`config.mk`:
```
export PLATFORM = sky130hd
export DESIGN_NAME = qcldpc_codeword_serializer
export DESIGN_NICKNAME = d
export VERILOG_FILES = /design/src/rtl/qcldpc_pkg.sv /design/src/rtl/qcldpc_codeword_serializer.sv
export SDC_FILE = /design/constraint.sdc
export NUM_CORES = 1
export LEC_CHECK = 0
export CAP_MARGIN = 0
export CORE_MARGIN = 3
export CORE_UTILIZATION = 50
export DETAILED_ROUTE_END_ITERATION = 10
export PLACE_DENSITY = 0.88
export SLEW_MARGIN = 0
export SYNTH_ARGS = -nofsm -noshare
export SYNTH_HDL_FRONTEND = slang
export SYNTH_SLANG_ARGS = --single-unit
```
`constraint.sdc`:
```
create_clock -name CLK -period 3.74 [get_ports CLK]
set_input_delay 0.748 -clock CLK [delete_from_list [all_inputs] [get_ports CLK]]
set_output_delay 0.748 -clock CLK [all_outputs]
set_load 0.005 [all_outputs]
```
`src/rtl/qcldpc_pkg.sv`:
```
// qcldpc_pkg: shared FSM state type, codeword defaults and the lift-size masking helper.
package qcldpc_pkg;
  typedef enum logic [1:0] {IDLE, INFO, WAIT_PAR, PAR} state_t;
  localparam int DEF_NUM_INFO_BLKS = 20;
  localparam int DEF_NUM_PAR_BLKS = 4;
  localparam int DEF_NUM_Z = 3;
  localparam int DEF_Z_VALUES [DEF_NUM_Z] = '{27, 54, 81};
  localparam int MASK_W = 1024;
  function automatic logic [MASK_W-1:0] z_mask(input logic [MASK_W-1:0] d, input int unsigned z);
    return (z >= MASK_W) ? d : d & ((MASK_W'(1) << z) - MASK_W'(1));
  endfunction
endpackage

```
`src/rtl/qcldpc_codeword_serializer.sv`:
```
// qcldpc_codeword_serializer: streams info blocks then a buffered parity bundle as one indexed codeword.
module qcldpc_codeword_serializer
  import qcldpc_pkg::*;
#(
  parameter int NUM_Z = DEF_NUM_Z,
  parameter int MAX_Z = 81,
  parameter int NUM_INFO_BLKS = DEF_NUM_INFO_BLKS,
  parameter int NUM_PAR_BLKS = DEF_NUM_PAR_BLKS,
  parameter int Z_VALUES [NUM_Z] = DEF_Z_VALUES,
  localparam int IW = $clog2(NUM_INFO_BLKS + NUM_PAR_BLKS)
) (
  input  logic                         CLK,
  input  logic                         rst_n,
  input  logic [NUM_Z-1:0]             req_z,
  input  logic                         info_valid,
  output logic                         info_ready,
  input  logic [MAX_Z-1:0]             info_blk,
  input  logic                         par_valid,
  output logic                         par_ready,
  input  logic [NUM_PAR_BLKS*MAX_Z-1:0] par_blks,
  output logic                         out_valid,
  input  logic                         out_ready,
  output logic [MAX_Z-1:0]             out_blk,
  output logic [IW-1:0]                out_idx,
  output logic                         out_last,
  output logic                         busy,
  output logic                         err_z
);
  localparam int ZW = $clog2(MAX_Z + 1);
  localparam int PW = NUM_PAR_BLKS > 1 ? $clog2(NUM_PAR_BLKS) : 1;
  localparam logic [IW-1:0] LAST_INFO = IW'(NUM_INFO_BLKS - 1);
  localparam logic [IW-1:0] LAST_IDX = IW'(NUM_INFO_BLKS + NUM_PAR_BLKS - 1);
  state_t state;
  logic [IW-1:0] cnt;
  logic [ZW-1:0] z_lat, z_sel;
  logic [MAX_Z-1:0] par_buf [NUM_PAR_BLKS];
  logic [MAX_Z-1:0] raw_blk, emit_blk;
  logic [PW-1:0] pj;
  logic onehot, out_free, err_cond, err_d, emit;
  assign onehot = $onehot(req_z);
  assign out_free = !out_valid || out_ready;
  assign info_ready = (state == IDLE) ? onehot && out_free : (state == INFO) && out_free;
  assign par_ready = state == WAIT_PAR;
  assign busy = state != IDLE || out_valid;
  assign err_cond = state == IDLE && info_valid && !onehot;
  assign pj = PW'(cnt - IW'(NUM_INFO_BLKS));
  always_comb begin
    z_sel = '0;
    for (int i = 0; i < NUM_Z; i++) if (req_z[i]) z_sel = ZW'(Z_VALUES[i]);
  end
  // Parity block 0 bypasses the buffer so it can leave the cycle after the bundle is accepted.
  assign raw_blk = (state == WAIT_PAR) ? par_blks[MAX_Z-1:0] : (state == PAR) ? par_buf[pj] : info_blk;
  assign emit_blk = MAX_Z'(z_mask(MASK_W'(raw_blk), (state == IDLE) ? 32'(z_sel) : 32'(z_lat)));
  assign emit = (state == WAIT_PAR) ? par_valid && out_free : (state == PAR) ? out_free : info_valid && info_ready;
  always_ff @(posedge CLK or negedge rst_n) begin
    if (!rst_n) begin
      state <= IDLE;
      cnt <= '0;
      z_lat <= '0;
      par_buf <= '{default: '0};
      out_valid <= 1'b0;
      out_blk <= '0;
      out_idx <= '0;
      out_last <= 1'b0;
      err_z <= 1'b0;
      err_d <= 1'b0;
    end else begin
      err_d <= err_cond;
      err_z <= err_cond && !err_d;
      if (emit) begin
        out_valid <= 1'b1;
        out_blk <= emit_blk;
        out_idx <= (state == IDLE) ? '0 : cnt;
        out_last <= state != IDLE && cnt == LAST_IDX;
        cnt <= (state == IDLE) ? IW'(1) : cnt + IW'(1);
      end else if (out_ready) begin
        out_valid <= 1'b0;
      end
      if (state == IDLE && emit) z_lat <= z_sel;
      if (state == WAIT_PAR && par_valid)
        for (int j = 0; j < NUM_PAR_BLKS; j++) par_buf[j] <= par_blks[j*MAX_Z +: MAX_Z];
      // Leaving PAR on loading the final block lets IDLE accept the next codeword during its handshake.
      unique case (state)
        IDLE:     if (emit) state <= INFO;
        INFO:     if (emit && cnt == LAST_INFO) state <= WAIT_PAR;
        WAIT_PAR: if (par_valid) state <= (emit && cnt == LAST_IDX) ? IDLE : PAR;
        PAR:      if (emit && cnt == LAST_IDX) state <= IDLE;
        default:  state <= IDLE;
      endcase
    end
  end
endmodule

```
==> results.sh <==
export IMPL_critical_path_top_delay_family="buffers and inverters"
export IMPL_die_w_um=210
export IMPL_rr_worst_depth=10
export IMPL_yosysSeqAreaShare=0.512
export IMPL_drtIter0Drc=1462
export IMPL_slew_headroom=0.325
export IMPL_avgViaCountPerCell=6.03
export IMPL_path_clk_slew_ns=0.06
export IMPL_endpoint="info_ready"
export IMPL_die_area_um2=44300
export IMPL_ys_types=85
export IMPL_grt_max_degree=81
export IMPL_hold_violations=0
export IMPL_rsz0062_at_grt="no"
export IMPL_dp_cells=2624
export IMPL_finalPower_uw=20900
export IMPL_critPathMaxStageDelay_ns=0.55
export IMPL_detailed_place_hpwl_mm=53.8
export IMPL_postCtsSetupRepairBufs=0
export IMPL_worstHoldPathType="in2async"
export IMPL_crit_top_cell="clkdlybuf4s50_1"
export IMPL_startpoint="req_z[2]"
export IMPL_initial_core_util=0.509
export IMPL_wl_mm=72.1
export IMPL_cp_depth=7
export IMPL_ys_top_cells_by_area="dfrtp_1 (51%), mux2_2 (18%), mux4_2 (8.7%)"
export IMPL_syn_avg_cell_area_um2=12.9
export IMPL_path_max_fanout=3
export IMPL_synth_edf_count=0
export IMPL_syn_nets=2038
export IMPL_status="completed"
export IMPL_antenna_left=0
export IMPL_skew_ns=0.0229
export IMPL_crit_chain="clkdlybuf4s50_1 -> inv_1 -> fa_1 -> nor2b_1 -> nor2_1 -> nor3_1 -> clkdlybuf4s50_1"
export IMPL_yosys_cell_count_top_type="dfrtp_1"
export IMPL_tritoncts="yes"
export IMPL_wire_per_inst_um=26.5
export IMPL_synth_top_cell_area_share=0.512
export IMPL_ys_ff_latch=427
export IMPL_drv_slew=0
export IMPL_final_cells=2718
export IMPL_cp_data_required_time_ns=2.99
export IMPL_fin_ws_ns=0.175
export IMPL_post_route_period_util=0.953
export IMPL_cap_viol_max_count=0
export IMPL_syn_to_final_growth_pct=36.2
export IMPL_fp_row_count=74
export IMPL_p_leak_uw=0.0132
export IMPL_nets=2555
export IMPL_cts_sinks=427
export IMPL_synth_top_area_cell="dfrtp_1"
export IMPL_arrival_ns=2.82
export IMPL_grt_pass1_vias=17200
export IMPL_slowest_stage="clkdlybuf4s50_1"
export IMPL_antenna_found_initial=18
export IMPL_synth_warnings=0
export IMPL_coreArea_um2=41000
export IMPL_peakVddDrop_mv=0.458
export IMPL_post_cts_resized=0
export IMPL_worst_r2r_endpoint="out_blk[76]"
export IMPL_synthArstFlopShare=1.00
export IMPL_setup_viol=0
export IMPL_fin_hold_ws_ns=0.162
export IMPL_pin_count=505
export IMPL_grt_use_total=0.320
export IMPL_numCtsBuffers=45
export IMPL_gp_congestion=0.988
export IMPL_fp_dieH_um=210
export IMPL_cp_buffers_inverters=3
export IMPL_synth_flop_cell="dfrtp_1"
export IMPL_crit_path_end_kind="output pin"
export IMPL_power_density_nw_per_um2=735
export IMPL_rrSetupSlack_ns=0.58
export IMPL_drive_above_1_share=0.280
export IMPL_drc=0
export IMPL_htreeDepth=2
export IMPL_criticalPathCategory="in2out"
export IMPL_clockBufferDepth=3
export IMPL_netlist_area_um2=20900
export IMPL_cp_start_kind="primary input"
export IMPL_grt_pass1_wl_mm=106
export IMPL_ys_top_cells_by_count="dfrtp_1 (427), mux2_2 (326), nor2_1 (110)"
export IMPL_clk_latency_ns=0.59
export IMPL_ctsHoldBuffers=0
export IMPL_drtPass1Iterations=5
export IMPL_worst_slew_pin_transition_ns=1.01
export IMPL_vias=16400
export IMPL_gr_total_overflow=0
export IMPL_clock_fmax_mhz=280
export IMPL_post_place_ws_ns=-0.0788
export IMPL_portBuffers=504
export IMPL_cts_root_buf="clkbuf_16"
export IMPL_syn_inst=1622
export IMPL_r2r_start="state[1]"
export IMPL_final_min_clock_period_ns=3.57
## state kept, by name, indices dropped and copies added, names as in the netlist
register,cells
cnt,5
z_lat,6
out_valid,1
err_d,1
out_idx,5
state,2
err_z,1
par_buf,324
out_blk,81
out_last,1
## area by class of cell
cell class / instances / area, µm²
Fill cell: 2801 / 12600
Sequential cell: 427 / 10700
Clock inverter: 15 / 164
Timing Repair Buffer: 592 / 5890
Multi-Input combinational cell: 1058 / 9600
Antenna cell: 14 / 35.0
Clock buffer: 65 / 1330
Inverter: 15 / 57.6
Tap cell: 532 / 666
## worst register-to-register path, cell delays in order (launching register included)
cell,delay [ns]
dfrtp_4,0.59
or2_1,0.29
buf_4,0.21
mux2_2,0.30
nand3_1,0.12
or2_2,0.15
ha_1,0.21
o311a_1,0.42
nand3_2,0.19
or2_1,0.26
o41ai_1,0.34
## cells in the final DEF, fill, tap and decap left out, types with 8 or more instances in the layout
cell type,n
a21oi_1,79
a22o_1,26
nor3_1,9
mux2i_1,73
o31ai_1,21
dfrtp_1,423
diode_2,14
clkbuf_8,11
nor2_1,110
buf_4,74
o21ai_1,8
mux2_2,326
nand2_1,101
mux4_2,81
buf_12,14
xnor2_1,9
o41ai_1,9
clkbuf_16,46
clkinv_2,8
nand3_1,17
o21ai_0,59
inv_1,14
clkbuf_1,8
clkdlybuf4s50_1,503
## power breakdown
| part | total [µW] | leakage (µW) | switching (µW) | internal [µW] |
|---|---|---|---|---|
| sequential | 7740 | 0.00579 | 1340 | 6400 |
| combinational | 8620 | 0.00669 | 4080 | 4540 |
| clock | 4540 | 0.000737 | 1910 | 2630 |
| total | 20900 | 0.0132 | 7330 | 13600 |
## per-stage QoR
stage	util	instance area, µm²	TNS, ns
2_1_floorplan	-	20900	0
3_5_place_dp	0.656	26900	-0.145
5_1_grt	0.693	28400	0
4_1_cts	0.692	28400	0
6_report	0.693	28400	0
3_3_place_gp	0.656	26900	-0.0309
## kinds of logic after synthesis
logic type                 count (synthesis)  synth area share
AOI/OAI and AO/OA                        269            0.0881
xor gates and xnor gates                  14           0.00587
adders and majority gates                  3           0.00216
buffers and inverters                    137            0.0296
DFF                                      427             0.512
muxes                                    480             0.298
and+or+nand+nor                          292            0.0645
## worst min path at each step
stage | endpoint | slack, ns | cells after the start
after global placement | err_z | 0.39 | 1
after CTS | par_buf[113] | 0.18 | 1
final | out_blk[29] | 0.16 | 1
after floorplan | err_z | 0.38 | 1
after detailed placement | err_z | 0.39 | 1
after global routing | out_blk[33] | 0.22 | 1
## routing by layer
| layer | share of wire | vias up | track usage |
|---|---|---|---|
| li1 | - | 7045 | - |
| met2 | 0.49 | 791 | 0.523 |
| met5 | 0.00057 | - | 0 |
| met4 | 0.052 | 6 | 0.165 |
| met1 | 0.39 | 8333 | 0.408 |
| met3 | 0.074 | 206 | 0.0652 |
Power figures use the tool's default switching activity.
